### config.mk
export PLATFORM = sky130hd
export DESIGN_NAME = ex_operand_issue
export DESIGN_NICKNAME = d
export VERILOG_FILES = /design/src/rtl/ex_operand_issue.sv
export SDC_FILE = /design/constraint.sdc
export NUM_CORES = 1
export LEC_CHECK = 0
export CORE_AREA = 2 2 147 149
export CTS_CLUSTER_SIZE = 30
export DETAILED_ROUTE_END_ITERATION = 10
export DIE_AREA = 0 0 149 151
export GPL_ROUTABILITY_DRIVEN = 0
export HOLD_SLACK_MARGIN = 0.02
export PLACE_DENSITY = 0.74
export SLEW_MARGIN = 20
export SYNTH_ARGS = -nofsm -noshare
export SYNTH_HDL_FRONTEND = slang
export SYNTH_SLANG_ARGS = --single-unit
export TNS_END_PERCENT = 30
### constraint.sdc
create_clock -name clk_i -period 5 [get_ports clk_i]
set_input_delay 1.25 -clock clk_i [delete_from_list [all_inputs] [get_ports clk_i]]
set_output_delay 1.25 -clock clk_i [all_outputs]
set_load 0.05 [all_outputs]
### src/rtl/ex_operand_issue.sv
// ID/EX pipeline register with the operand-forwarding front end for the ALU.
//
// Captures the decoded instruction from ID on each rising edge. It also:
//   - resolves RAW hazards by forwarding from EX/MEM (mem_*) and MEM/WB (wb_*),
//   - selects PC / immediate operands,
//   - stalls ID and bubbles EX on a load-use hazard,
//   - bubbles EX on a branch/jump flush.
//
// Ports:
//   clk_i, rst_i       clock, synchronous active-high reset
//   id_*               decoded instruction presented by ID
//   mem_*              EX/MEM destination, write enable and ALU result
//   wb_*               MEM/WB destination, write enable and writeback value
//   flush_i            redirect; the ID instruction is killed
//   operand_a_o/b_o    forwarded/selected ALU operands
//   alu_op_o           ALU operation of the EX instruction
//   ex_*               EX-stage instruction state passed down the pipe
//   stall_o            hold PC and the IF/ID register
module ex_operand_issue #(
  parameter int unsigned XLEN = 32,
  parameter int unsigned RA_W = 5
) (
  input  logic            clk_i,
  input  logic            rst_i,
  input  logic            id_valid_i,
  input  logic [XLEN-1:0] id_pc_i,
  input  logic [RA_W-1:0] id_rs1_addr_i,
  input  logic [RA_W-1:0] id_rs2_addr_i,
  input  logic [RA_W-1:0] id_rd_addr_i,
  input  logic [XLEN-1:0] id_rs1_data_i,
  input  logic [XLEN-1:0] id_rs2_data_i,
  input  logic [XLEN-1:0] id_imm_i,
  input  logic [3:0]      id_alu_op_i,
  input  logic            id_asel_i,
  input  logic            id_bsel_i,
  input  logic            id_rd_wren_i,
  input  logic            id_mem_rden_i,
  input  logic [RA_W-1:0] mem_rd_addr_i,
  input  logic            mem_rd_wren_i,
  input  logic [XLEN-1:0] mem_alu_data_i,
  input  logic [RA_W-1:0] wb_rd_addr_i,
  input  logic            wb_rd_wren_i,
  input  logic [XLEN-1:0] wb_data_i,
  input  logic            flush_i,
  output logic [XLEN-1:0] operand_a_o,
  output logic [XLEN-1:0] operand_b_o,
  output logic [3:0]      alu_op_o,
  output logic            ex_valid_o,
  output logic [XLEN-1:0] ex_pc_o,
  output logic [RA_W-1:0] ex_rd_addr_o,
  output logic            ex_rd_wren_o,
  output logic            ex_mem_rden_o,
  output logic [XLEN-1:0] ex_store_data_o,
  output logic            stall_o
);

  localparam logic [3:0] AluAdd = 4'b0000;

  typedef struct packed {
    logic            valid;
    logic [XLEN-1:0] pc;
    logic [RA_W-1:0] rs1_addr;
    logic [RA_W-1:0] rs2_addr;
    logic [RA_W-1:0] rd_addr;
    logic [XLEN-1:0] rs1_data;
    logic [XLEN-1:0] rs2_data;
    logic [XLEN-1:0] imm;
    logic [3:0]      alu_op;
    logic            asel;
    logic            bsel;
    logic            rd_wren;
    logic            mem_rden;
  } ex_reg_t;

  ex_reg_t ex_q, ex_d;
  ex_reg_t bubble;

  logic            luse;
  logic            wb_hit_rs1, wb_hit_rs2;
  logic [XLEN-1:0] fwd_rs1, fwd_rs2;

  always_comb begin
    bubble        = '0;
    bubble.alu_op = AluAdd;
  end

  // Load-use: both sources compared even if the ID instruction ignores rs2.
  assign luse = ex_q.valid && ex_q.mem_rden && (ex_q.rd_addr != '0) && id_valid_i &&
                ((ex_q.rd_addr == id_rs1_addr_i) || (ex_q.rd_addr == id_rs2_addr_i));

  assign stall_o = luse && !flush_i;

  // Capture-time bypass covers a register-file write landing in the same cycle as the read.
  assign wb_hit_rs1 = wb_rd_wren_i && (wb_rd_addr_i != '0) && (wb_rd_addr_i == id_rs1_addr_i);
  assign wb_hit_rs2 = wb_rd_wren_i && (wb_rd_addr_i != '0) && (wb_rd_addr_i == id_rs2_addr_i);

  always_comb begin
    ex_d = bubble;
    if (!flush_i && !luse && id_valid_i) begin
      ex_d.valid    = 1'b1;
      ex_d.pc       = id_pc_i;
      ex_d.rs1_addr = id_rs1_addr_i;
      ex_d.rs2_addr = id_rs2_addr_i;
      ex_d.rd_addr  = id_rd_addr_i;
      ex_d.rs1_data = wb_hit_rs1 ? wb_data_i : id_rs1_data_i;
      ex_d.rs2_data = wb_hit_rs2 ? wb_data_i : id_rs2_data_i;
      ex_d.imm      = id_imm_i;
      ex_d.alu_op   = id_alu_op_i;
      ex_d.asel     = id_asel_i;
      ex_d.bsel     = id_bsel_i;
      ex_d.rd_wren  = id_rd_wren_i;
      ex_d.mem_rden = id_mem_rden_i;
    end
  end

  always_ff @(posedge clk_i) begin
    if (rst_i) begin
      ex_q <= bubble;
    end else begin
      ex_q <= ex_d;
    end
  end

  // EX-side forwarding; MEM beats WB, x0 always reads zero.
  always_comb begin
    fwd_rs1 = ex_q.rs1_data;
    if (ex_q.rs1_addr == '0) begin
      fwd_rs1 = '0;
    end else if (ex_q.valid && mem_rd_wren_i && (mem_rd_addr_i == ex_q.rs1_addr)) begin
      fwd_rs1 = mem_alu_data_i;
    end else if (ex_q.valid && wb_rd_wren_i && (wb_rd_addr_i == ex_q.rs1_addr)) begin
      fwd_rs1 = wb_data_i;
    end
  end

  always_comb begin
    fwd_rs2 = ex_q.rs2_data;
    if (ex_q.rs2_addr == '0) begin
      fwd_rs2 = '0;
    end else if (ex_q.valid && mem_rd_wren_i && (mem_rd_addr_i == ex_q.rs2_addr)) begin
      fwd_rs2 = mem_alu_data_i;
    end else if (ex_q.valid && wb_rd_wren_i && (wb_rd_addr_i == ex_q.rs2_addr)) begin
      fwd_rs2 = wb_data_i;
    end
  end

  assign operand_a_o     = ex_q.asel ? ex_q.pc : fwd_rs1;
  assign operand_b_o     = ex_q.bsel ? ex_q.imm : fwd_rs2;
  assign ex_store_data_o = fwd_rs2;
  assign alu_op_o        = ex_q.alu_op;
  assign ex_valid_o      = ex_q.valid;
  assign ex_pc_o         = ex_q.pc;
  assign ex_rd_addr_o    = ex_q.rd_addr;
  assign ex_rd_wren_o    = ex_q.rd_wren;
  assign ex_mem_rden_o   = ex_q.mem_rden;

endmodule

After elaboration in Yosys (flattened, before gate mapping)
Cells that the tools add are included.
W data, S select, Z words.
{"block": "word_totals", "ff_bits": 152, "wordCells": 57, "out_inout_bits": 141, "inputBits": 231, "mem_bits_ro": 0, "latchBits": 0, "ram_bits": 0, "mem_count": 0}
{"block": "op_classes", "n_mul": 0, "n_addsub": 0, "n_bitwise": 1, "n_div": 0, "muxes": 11, "n_reduce_logical": 24, "magnitude_cmp": 0, "shift": 0, "eq_ne": 8}
{"cell": "$mux W32", "count": 10}
{"cell": "$mux W152", "count": 1}
{"cell": "$eq A5 B5 Y1", "count": 8}
{"cell": "$logic_and A1 B1 Y1", "count": 16}
{"cell": "$logic_not A5 Y1", "count": 2}
{"cell": "$reduce_bool A5 Y1", "count": 2}
{"cell": "$logic_not A1 Y1", "count": 2}
{"cell": "$reduce_or A2 Y1", "count": 1}
{"cell": "$logic_or A1 B1 Y1", "count": 1}
{"cell": "$not A1 Y1", "count": 1}

Longest topological paths before layout
Gate-level depths: netlist of the first run.
{"block": "logic_depth", "word_depth": 9, "ltp_mapped": 8, "depth_no_buf": 6}

Worst setup path after synthesis of the first run
No wires, ideal clock.
{"block": "synth_timing", "kind": "input-to-output", "start": "in wb_rd_addr_i[4]", "end": "out operand_b_o[29]", "cell_stages": 7, "t_arrival_ns": 3.569, "n_path_buf": 2, "required_time_ns": 3.750, "path_slack_ns": 0.181, "path_cell_list": "buf_2 -> xor2_1 -> nor4_4 -> clkbuf_2 -> and3_1 -> a211oi_1 -> o31ai_1"}
{"block": "synth_between", "elab_chain_cells": 6}
{"item": "from (decl)", "line_no": "41", "source": "input logic [RA_W-1:0] wb_rd_addr_i,"}
{"item": "$eq A5 B5 Y1", "line_no": "142", "source": "end else if (ex_q.valid && wb_rd_wren_i && (wb_rd_addr_i == ex_q.rs2_addr)) begin"}
{"item": "$logic_and A1 B1 Y1", "line_no": "142"}
{"item": "$mux W32", "line_no": "142"}
{"item": "$mux W32", "line_no": "140", "source": "end else if (ex_q.valid && mem_rd_wren_i && (mem_rd_addr_i == ex_q.rs2_addr)) begin"}
{"item": "$mux W32", "line_no": "138", "source": "if (ex_q.rs2_addr == '0) begin"}
{"item": "$mux W32", "line_no": "148", "source": "assign operand_b_o = ex_q.bsel ? ex_q.imm : fwd_rs2;"}
{"item": "to (decl)", "line_no": "46", "source": "output logic [XLEN-1:0] operand_b_o,"}
Every way passes these cells.

Worst setup path after layout of the first run
{"block": "layout_timing", "start": "in wb_rd_addr_i[4]", "end": "out operand_b_o[2]"}
The elaborated chain is that of the path after synthesis.

==> results of run 1 <==
## final timing paths
check	endpoint	slack (ns)	depth (start not counted)
max	operand_b_o[2]	0.14	7
min	ex_q[103]$_SDFF_PP0_	1.05	4
max reg2reg	ex_q[15]$_SDFF_PP0_	2.73	6
min reg2reg	ex_q[103]$_SDFF_PP0_	1.05	4
## timing repair
action | in CTS | in global routing
setup endpoints to repair | 1 | 2
setup buffers | 0 | 0
resized for setup | 1 | 3
hold buffers | 0 | 0
## logic make-up (layout without fill, tap and decap cells)
group / after synthesis / in the layout / share of synthesized area
simple gates: 320 / 320 / 0.217
flops: 152 / 152 / 0.394
buf+inv: 141 / 456 / 0.101
compound gates: 102 / 102 / 0.117
mux: 96 / 96 / 0.125
xor+xnor: 40 / 40 / 0.0464
other cells: 0 / 1 / 0
## state kept, by name, summed over array words and instances (netlist names)
| signal | flops |
|---|---|
| ex_pc_o | 32 |
| ex_q | 108 |
| ex_mem_rden_o | 1 |
| alu_op_o | 4 |
| ex_rd_wren_o | 1 |
| ex_valid_o | 1 |
| ex_rd_addr_o | 5 |
## power breakdown
part	leakage (nW)	total (W)	switching [W]	internal, W
clock network	0.276	0.00132	0.000554	0.000769
logic	3.76	0.000536	0.000263	0.000273
registers	1.24	0.00126	0.0000178	0.00124
total	5.28	0.00312	0.000835	0.00229
## cells in the mapped netlist (2+ instances only)
cell type,instances
dfxtp_1,152
mux2i_1,96
and2_1,88
nor2_1,78
nand2_1,66
and3_1,57
buf_4,41
clkbuf_1,41
inv_1,32
o221ai_1,32
a211o_1,24
a32o_1,24
xor2_1,23
xnor2_1,16
nor3_1,13
buf_2,11
buf_6,10
a211oi_1,8
o31ai_1,8
nand3_1,4
clkbuf_2,3
nor4_4,3
buf_1,2
nand4_1,2
or4_1,2
## critical path, stage by stage
cell and delay, ns:
clkdlybuf4s50_1 0.62, xor2_1 0.15, nor4_4 0.37, nand2_4 0.35, a211o_1 0.41, a32o_1 0.25, buf_4 0.20
## metrics by stage
step,instance area [sq um],utilization,cells
finish,12100,0.583,1442
global route,12100,0.583,1441
CTS,12100,0.582,1441
detailed placement,11500,0.553,1409
global placement,11500,0.553,1409
floorplan,7710,-,851
## routing by layer
| metal | track usage | up-vias | routed length (um) |
|---|---|---|---|
| met5 | 0 | - | 0 |
| met4 | 0.115 | 0 | 1070 |
| met3 | 0.0795 | 61 | 2550 |
| met2 | 0.468 | 336 | 14800 |
| met1 | 0.295 | 3574 | 11700 |
| li1 | - | 3506 | - |
## area by class of cell
cell class / instances / area [sq um] / area share
Antenna cell: 1 / 2.50 / 0.000206
Timing Repair Buffer: 391 / 4070 / 0.335
Inverter: 33 / 124 / 0.0102
Tap cell: 275 / 344 / 0.0284
Sequential cell: 152 / 3050 / 0.251
Multi-Input combinational cell: 558 / 3950 / 0.326
Clock buffer: 20 / 457 / 0.0376
Clock inverter: 12 / 141 / 0.0116
## placed cells by master (no fill, tap or decap), types with 3 or more instances in the layout
master           count
a211o_1             24
clkinvlp_4           5
clkdlybuf4s50_1    274
xnor2_1             16
and2_1              88
and3_1              57
dfxtp_1            150
buf_4               81
inv_1               32
nor2_1              76
nand2_1             66
o221ai_1            32
nor3_1              12
inv_6                3
a211oi_1             7
buf_12              36
clkbuf_16           17
nor4_4               3
nand3_1              3
mux2i_1             96
xor2_1              23
o31ai_1              7
a32o_1              24
==> impl_metrics.env, run 1 <==
export IMPL_die_width_um=149
export IMPL_setup_viol=0
export IMPL_total_power_w=0.00312
export IMPL_period_needed_ns=4.86
export IMPL_die_h_um=151
export IMPL_min_path_type="reg -> reg"
export IMPL_clock_sinks=152
export IMPL_wirelength_mm=30.1
export IMPL_hold_viol=0
export IMPL_yosysSeqAreaShare=0.394
export IMPL_drt_first_iter_violations=337
export IMPL_grt_max_degree=65
export IMPL_synthCells=851
export IMPL_synth_edf_count=0
export IMPL_clock_fmax_mhz=206
export IMPL_clk_latency_ns=0.42
export IMPL_grt_pass1_wl_mm=44.8
export IMPL_cts_htree_levels=4
export IMPL_ir_worst_vdd_mv=0.207
export IMPL_outcome="completed"
export IMPL_synth_area_leaders="dfxtp_1 39%, mux2i_1 12%, and2_1 7.1%"
export IMPL_nets=1384
export IMPL_ys_ff_latch=152
export IMPL_num_rows=53
export IMPL_yosysWarnings=0
export IMPL_hp_start="ex_mem_rden_o$_SDFF_PP0_"
export IMPL_slew_headroom=0.457
export IMPL_post_route_period_util=0.973
export IMPL_r2r_start="ex_rd_addr_o[1]$_SDFF_PP0_"
export IMPL_rsz0062_at_grt="false"
export IMPL_numCtsBuffers=17
export IMPL_slew_violations=0
export IMPL_vias=7477
export IMPL_ys_async_sr_fraction=0
export IMPL_firstDrtPassIters=5
export IMPL_path_clk_slew_ns=0.07
export IMPL_area_growth_pct=57.3
export IMPL_synth_nets=1082
export IMPL_dp_hpwl_mm=21.7
export IMPL_critical_path_max_fanout=32
export IMPL_antenna_found_initial=1
export IMPL_max_cap_violations=0
export IMPL_grt_usage=0.264
export IMPL_route_detailed_drc=0
export IMPL_yosysUniqueCellTypes=40
export IMPL_clockRootBuffer="clkbuf_16"
export IMPL_dpl_worst_slack_ns=-0.0305
export IMPL_crit_arrival_ns=3.61
export IMPL_wl_per_cell_um=20.9
export IMPL_worstSetupStartpointType="primary input"
export IMPL_fin_skew_ns=0.00927
export IMPL_worstPathRequired_ns=3.75
export IMPL_port_buffers=371
export IMPL_whs_ns=1.05
export IMPL_die_area_sq_um=22500
export IMPL_overflow=0
export IMPL_synthDominantCellAreaShare=0.394
export IMPL_n_fill_cell=1868
export IMPL_cp_end_kind="output pin"
export IMPL_worstMarginPinSlew_ns=0.814
export IMPL_cts_buffer_depth=2
export IMPL_initial_core_util=0.370
export IMPL_worst_slack_ns=0.137
export IMPL_final_setup_tns_ns=0
export IMPL_avgSynthCellArea_sq_um=9.06
export IMPL_power_density_nw_per_um2=257
export IMPL_syn_area_sq_um=7710
export IMPL_ioPinCount=372
export IMPL_core_area_sq_um=20800
export IMPL_grt_pass1_vias=7854
export IMPL_leakage_nw=5.28
export IMPL_cts_tree="done"
export IMPL_layout_drive_gt1_share=0.145
export IMPL_postRouteAntennaNets=0
export IMPL_crit_start="wb_rd_addr_i[4]"
export IMPL_ys_flop_type="dfxtp_1"
export IMPL_critPathKind="in -> out"
export IMPL_synth_area_leader_cell="dfxtp_1"
export IMPL_vias_per_cell=5.19
Power figures use the tool's default switching activity.
==> run 2: changes to the inputs <==
SLEW_MARGIN = 15   (was 20)
==> results of run 2 <==
Final layout, timing and power as in run 1 (identical DEF).
